[config.mk]
export PLATFORM = sky130hd
export DESIGN_NAME = controlador_base_tempo
export DESIGN_NICKNAME = d
export VERILOG_FILES = /design/src/rtl/tempo_pkg.sv /design/src/rtl/divisor_tick.sv /design/src/rtl/tempo_param_chk.sv /design/src/rtl/controlador_base_tempo.sv
export SDC_FILE = /design/constraint.sdc
export NUM_CORES = 1
export LEC_CHECK = 0
export CAP_MARGIN = 5
export CELL_PAD_IN_SITES_DETAIL_PLACEMENT = 1
export CELL_PAD_IN_SITES_GLOBAL_PLACEMENT = 1
export CORE_ASPECT_RATIO = 1.75
export CORE_MARGIN = 1
export CORE_UTILIZATION = 40
export DETAILED_ROUTE_END_ITERATION = 8
export GPL_TIMING_DRIVEN = 0
export PLACE_DENSITY = 0.74
export SLEW_MARGIN = 10
export SYNTH_ARGS = -nofsm -noshare
export SYNTH_HDL_FRONTEND = slang
export SYNTH_SLANG_ARGS = --single-unit
[constraint.sdc]
create_clock -name clk_in -period 5.3 [get_ports clk_in]
set_clock_uncertainty 0.15 [all_clocks]
set_input_delay 1.06 -clock clk_in [delete_from_list [all_inputs] [get_ports clk_in]]
set_output_delay 1.06 -clock clk_in [all_outputs]
set_load 0.005 [all_outputs]
[src/rtl/tempo_pkg.sv]
// Shared types and defaults for the lab time-base controller.
package tempo_pkg;

  // Controller states, encoded as seen on the estado output.
  typedef enum logic [1:0] {
    PARADO   = 2'd0,
    CONTANDO = 2'd1,
    PAUSADO  = 2'd2
  } estado_t;

  // Period selection codes.
  localparam logic [1:0] SEL_05S = 2'd0;
  localparam logic [1:0] SEL_1S  = 2'd1;
  localparam logic [1:0] SEL_2S  = 2'd2;
  localparam logic [1:0] SEL_6S  = 2'd3;

  // Default divisors for a 50 MHz clock.
  localparam int DIV_05S_DEF   = 25_000_000;
  localparam int DIV_1S_DEF    = 50_000_000;
  localparam int DIV_2S_DEF    = 100_000_000;
  localparam int DIV_6S_DEF    = 300_000_000;
  localparam int CW_DEF        = 29;
  localparam int MAX_COUNT_DEF = 9;

  // Next value of the wrap-around decimal counter.
  function automatic logic [3:0] passo_contagem(
    input logic [3:0] atual,
    input logic       descendo,
    input logic [3:0] maximo
  );
    logic [3:0] prox;
    if (descendo) begin
      if (atual == 4'd0) prox = maximo;
      else               prox = atual - 4'd1;
    end else begin
      if (atual >= maximo) prox = 4'd0;
      else                 prox = atual + 4'd1;
    end
    return prox;
  endfunction

endpackage

[src/rtl/divisor_tick.sv]
// Prescaler with enable, synchronous clear and runtime terminal value.
// o_fim flags the edge on which the period completes; o_tick is the
// registered one-cycle pulse that follows that edge.
module divisor_tick #(
  parameter int CW = 29
) (
  input  logic          clk_in,
  input  logic          rst_n,
  input  logic          i_en,
  input  logic          i_clr,
  input  logic [CW-1:0] i_limit,
  output logic          o_fim,
  output logic          o_tick
);

  logic [CW-1:0] r_presc;
  logic          r_tick;

  assign o_fim  = i_en && !i_clr && (r_presc == i_limit);
  assign o_tick = r_tick;

  // Prescaler advance, wrap at the limit and registered tick pulse.
  always_ff @(posedge clk_in or negedge rst_n) begin
    if (!rst_n) begin
      r_presc <= '0;
      r_tick  <= 1'b0;
    end else if (i_clr) begin
      r_presc <= '0;
      r_tick  <= 1'b0;
    end else if (i_en) begin
      if (r_presc == i_limit) begin
        r_presc <= '0;
        r_tick  <= 1'b1;
      end else begin
        r_presc <= r_presc + CW'(1);
        r_tick  <= 1'b0;
      end
    end else begin
      r_tick <= 1'b0;
    end
  end

endmodule

[src/rtl/tempo_param_chk.sv]
// Parameter sanity checks for the time-base controller.
module tempo_param_chk #(
  parameter int DIV_0     = 4,
  parameter int DIV_1     = 8,
  parameter int DIV_2     = 16,
  parameter int DIV_3     = 48,
  parameter int CW        = 29,
  parameter int MAX_COUNT = 9
) (
  input logic clk_in,
  input logic rst_n
);

  // Divisors must be at least 2, fit the prescaler, and the count must fit 4 bits.
  always @(posedge clk_in) begin
    if (rst_n) begin
      assert (DIV_0 >= 2 && DIV_1 >= 2 && DIV_2 >= 2 && DIV_3 >= 2)
        else $error("tempo_param_chk: divisor below 2");
      assert (((DIV_0 - 1) >> CW) == 0 && ((DIV_1 - 1) >> CW) == 0 &&
              ((DIV_2 - 1) >> CW) == 0 && ((DIV_3 - 1) >> CW) == 0)
        else $error("tempo_param_chk: divisor does not fit prescaler width");
      assert (MAX_COUNT >= 1 && MAX_COUNT <= 15)
        else $error("tempo_param_chk: MAX_COUNT out of range");
    end
  end

endmodule

[src/rtl/controlador_base_tempo.sv]
// Time-base controller: start/pause/clear FSM, deferred period selection
// and a wrap-around decimal counter stepped by the period tick.
module controlador_base_tempo
  import tempo_pkg::*;
#(
  parameter int DIV_0     = DIV_05S_DEF,
  parameter int DIV_1     = DIV_1S_DEF,
  parameter int DIV_2     = DIV_2S_DEF,
  parameter int DIV_3     = DIV_6S_DEF,
  parameter int CW        = CW_DEF,
  parameter int MAX_COUNT = MAX_COUNT_DEF
) (
  input  logic       clk_in,
  input  logic       rst_n,
  input  logic [1:0] sel,
  input  logic       start,
  input  logic       stop,
  input  logic       clear,
  input  logic       descendo,
  output logic       tick,
  output logic [3:0] contagem,
  output logic [1:0] sel_ativo,
  output logic [1:0] estado
);

  localparam logic [CW-1:0] LIM_0  = CW'(DIV_0 - 1);
  localparam logic [CW-1:0] LIM_1  = CW'(DIV_1 - 1);
  localparam logic [CW-1:0] LIM_2  = CW'(DIV_2 - 1);
  localparam logic [CW-1:0] LIM_3  = CW'(DIV_3 - 1);
  localparam logic [3:0]    MAX_C  = 4'(MAX_COUNT);

  estado_t       r_estado;
  logic [1:0]    r_sel_ativo;
  logic [3:0]    r_contagem;
  logic [CW-1:0] w_limit;
  logic          w_en;
  logic          w_clr;
  logic          w_fim;
  logic          w_tick;

  assign tick      = w_tick;
  assign contagem  = r_contagem;
  assign sel_ativo = r_sel_ativo;
  assign estado    = r_estado;

  // Stopping or clearing freezes the prescaler on the very edge they are seen.
  assign w_en  = (r_estado == CONTANDO) && !clear && !stop;
  assign w_clr = clear || (r_estado == PARADO);

  // Terminal prescaler value for the period currently in force.
  always_comb begin
    w_limit = LIM_0;
    case (r_sel_ativo)
      SEL_05S: w_limit = LIM_0;
      SEL_1S:  w_limit = LIM_1;
      SEL_2S:  w_limit = LIM_2;
      SEL_6S:  w_limit = LIM_3;
      default: w_limit = LIM_0;
    endcase
  end

  divisor_tick #(
    .CW (CW)
  ) u_divisor_tick (
    .clk_in  (clk_in),
    .rst_n   (rst_n),
    .i_en    (w_en),
    .i_clr   (w_clr),
    .i_limit (w_limit),
    .o_fim   (w_fim),
    .o_tick  (w_tick)
  );

  tempo_param_chk #(
    .DIV_0     (DIV_0),
    .DIV_1     (DIV_1),
    .DIV_2     (DIV_2),
    .DIV_3     (DIV_3),
    .CW        (CW),
    .MAX_COUNT (MAX_COUNT)
  ) u_param_chk (
    .clk_in (clk_in),
    .rst_n  (rst_n)
  );

  // Control FSM with the sel_ativo latch and the decimal counter.
  always_ff @(posedge clk_in or negedge rst_n) begin
    if (!rst_n) begin
      r_estado    <= PARADO;
      r_sel_ativo <= SEL_05S;
      r_contagem  <= 4'd0;
    end else if (clear) begin
      r_estado   <= PARADO;
      r_contagem <= 4'd0;
      if (r_estado == PARADO) r_sel_ativo <= sel;
      else                    r_sel_ativo <= r_sel_ativo;
    end else begin
      case (r_estado)
        PARADO: begin
          r_sel_ativo <= sel;
          if (stop)       r_estado <= PARADO;
          else if (start) r_estado <= CONTANDO;
          else            r_estado <= PARADO;
        end
        CONTANDO: begin
          if (stop) begin
            r_estado <= PAUSADO;
          end else begin
            r_estado <= CONTANDO;
            if (w_fim) begin
              r_contagem  <= passo_contagem(r_contagem, descendo, MAX_C);
              r_sel_ativo <= sel;
            end else begin
              r_contagem  <= r_contagem;
            end
          end
        end
        PAUSADO: begin
          if (stop)       r_estado <= PAUSADO;
          else if (start) r_estado <= CONTANDO;
          else            r_estado <= PAUSADO;
        end
        default: begin
          r_estado   <= PARADO;
          r_contagem <= 4'd0;
        end
      endcase
    end
  end

endmodule

==> flow_summary.toml <==
[placement]
placed_cells = 401
portBuffers = 15
place_hpwl_um = 5950
gp_congestion = 0.853
pre_cts_slack_ns = 2.03

[clocking]
path_clk_slew_ns = 0.09
root_buffer = "clkbuf_8"
cts-htree-levels = 2
clock-sinks = 38
clock_latency_ns = 0.31
cts_hold_buf = 0
postCtsSetupRepairBufs = 0
clk_path_buf_depth = 2
cts_resized = 0
cts_tree = "yes"
cts_buffers = 5

[logic_synthesis]
netlist_area_um2 = 2580
synth_fp_nets = 318
synth-seq-cells = 38
netlist_instances = 305
post_synth_num_cell_types = 63
synth_seq_area_share_pct = 36.8
ys.warnings.count = 0
synthFlopType = "dfrtp_1"
synth.avg_cell_area_um2 = 8.48
synth-edff-count = 0
synth-async-reset-ratio_pct = 100

[die]
io_pins = 17
fp-row-count = 38
fp.dieW_um = 62.8
core_area_um2 = 6230
die_y_um = 108
dieArea_um2 = 6800
initial_core_util_pct = 41.5

[routing]
drt_iter0_drc = 77
vias = 2485
ant_nets = 0
drtPass1Iterations = 4
wire_per_inst_um = 19.1
drc = 0
drt_wl_total_um = 7800
avgViaCountPerCell = 6.08

[global_routing]
gr-total-overflow = 0
grt_max_degree = 21
grt_pass1_wl_um = 13000
grt_use_total_pct = 25.6
grt_pass1_vias = 2582
antenna_found_initial = 0

[power_and_ir_drop]
ir_worst_vdd_uv = 144
power_w = 0.000565
power_density_nw_per_um2 = 191
leakagePower_nw = 1.16

[sta]
slew_viol_final = 0
hold_violations = 0
fmax_mhz = 337
fin_tns_setup_ns = 0
slew_headroom_pct = 52.4
finalSetupViolCount = 0
worst_pin_slew_ns = 0.709
worst_slack_ns = 2.33
fin_crit_sh_pct = 56.0
rsz0062_at_grt = "false"
min_period_ns = 2.97

[outcome]
status = "complete, no violations"

[cells_and_area]
layout_commonest_cell = "nand2_1"
antennaDiodeCount = 0
syn_to_final_growth_pct = 14.2
instances_no_fill = 409
regArea_um2 = 951
layout-drive-gt1-share_pct = 13.1
layout_common_cells = "48 x nand2_1, 38 x dfrtp_1, 34 x nand3_1"
nets = 341
n_fill_cell = 765
multi_input_area_um2 = 1500

[worst_setup_path]
critPathKind = "input port to register"
cp-start-kind = "input port"
required_ns = 5.34
cp_max_fo = 10
cp.arrival_ns = 3.01
end_kind = "register"

[flow_run]
drv_cap = 0

[worst_hold_path]
hp-class = "register to register"
==> sequential cells by signal (all words and copies together), names as in the netlist <==
signal                  count
u_divisor_tick.r_presc     29
estado                      2
sel_ativo                   2
contagem                    4
u_divisor_tick.o_tick       1
==> path summary, 6_finish.rpt <==
path,cells past startpoint,end,slack [ns],from
setup / recovery,6,u_divisor_tick.r_presc[9],2.33,stop
hold / removal,1,u_divisor_tick.r_presc[0],0.37,u_divisor_tick.r_presc[0]
setup reg to reg,8,u_divisor_tick.r_presc[3],2.62,u_divisor_tick.r_presc[0]
hold reg to reg,1,u_divisor_tick.r_presc[0],0.37,u_divisor_tick.r_presc[0]
max in group asynchronous,2,u_divisor_tick.r_presc[13],3.93,rst_n
min in group asynchronous,1,sel_ativo[0],0.59,rst_n
==> cell families (layout without fill, tap and decap cells) <==
| kind of cell | after synthesis | after routing | share of synthesized area [%] |
|---|---|---|---|
| AND/OR/NAND/NOR | 164 | 164 | 33.9 |
| XOR/XNOR | 2 | 2 | 0.678 |
| buffers and inverters | 24 | 48 | 5.13 |
| AO/OA/AOI/OAI | 64 | 64 | 17.8 |
| flip-flops | 38 | 38 | 36.8 |
| adder cells (fa/ha/maj) | 5 | 5 | 2.42 |
| multiplexers | 8 | 8 | 3.29 |
==> worst max-delay path, stage by stage <==
cell	delay (ns)
clkdlybuf4s50_1	0.61
a21oi_1	0.13
nor2_1	0.51
clkbuf_1	0.47
nand2_1	0.12
o311ai_0	0.11
==> cells in the mapped netlist, types with 2 or more instances <==
master     instances  area, um2
nand2_1           48        180
dfrtp_1           38        951
nand3_1           34        170
nor2_1            21       78.8
a21oi_1           14       70.1
o311ai_1          10       87.6
a31oi_1            9       56.3
nor3_1             8       40.0
clkbuf_1           7       26.3
inv_1              7       26.3
or3_1              7       43.8
nand2b_1           6       37.5
buf_2              5       25.0
ha_1               5       62.6
nand4_1            5       31.3
or2_2              5       31.3
mux2i_1            4       40.0
o21ai_0            4       20.0
and3b_1            3       26.3
buf_6              3       33.8
nor2b_1            3       18.8
o21ai_1            3       15.0
o311ai_0           3       26.3
o31ai_1            3       22.5
a2111oi_2          2       30.0
a211oi_1           2       15.0
a21o_1             2       15.0
a22o_1             2       17.5
and4_2             2       20.0
mux2_1             2       22.5
mux2_2             2       22.5
nand3b_1           2       15.0
nand4_2            2       25.0
nor3b_1            2       15.0
or4_4              2       22.5
==> report_power, final <==
part,switching [W],internal [W],leakage (nW)
Clock,0.000115,0.000105,0.0472
Sequential,0.00000264,0.000292,0.526
Combinational,0.0000307,0.0000203,0.583
Total,0.000148,0.000417,1.16
==> layout make-up <==
class,instances,area share (%)
multi-input cells,243,50.8
clock buffers,6,2.80
plain buffers,17,3.60
clock inverters,2,0.424
repair buffers,16,5.85
inverters,7,0.890
well taps,80,3.39
flip-flops and latches,38,32.2
==> stage by stage <==
step                area, um2  hold slack (ns)  utilization, %
floorplan                2580            0.322               -
global placement         2840            0.353            45.5
detailed placement       2860            0.362            45.9
CTS                      2950            0.375            47.4
global route             2950            0.404            47.4
finish                   2950            0.369            47.4
==> routing by layer <==
metal / part of all wire, % / track usage (%) / up-vias
met5: 0 / 0 / -
met3: 2.1 / 3.59 / 10
met2: 57 / 49.8 / 31
met1: 39 / 26.2 / 1270
met4: 2.3 / 12.3 / 0
li1: - / - / 1174
Note: power is estimated with default switching activity, not from simulation.
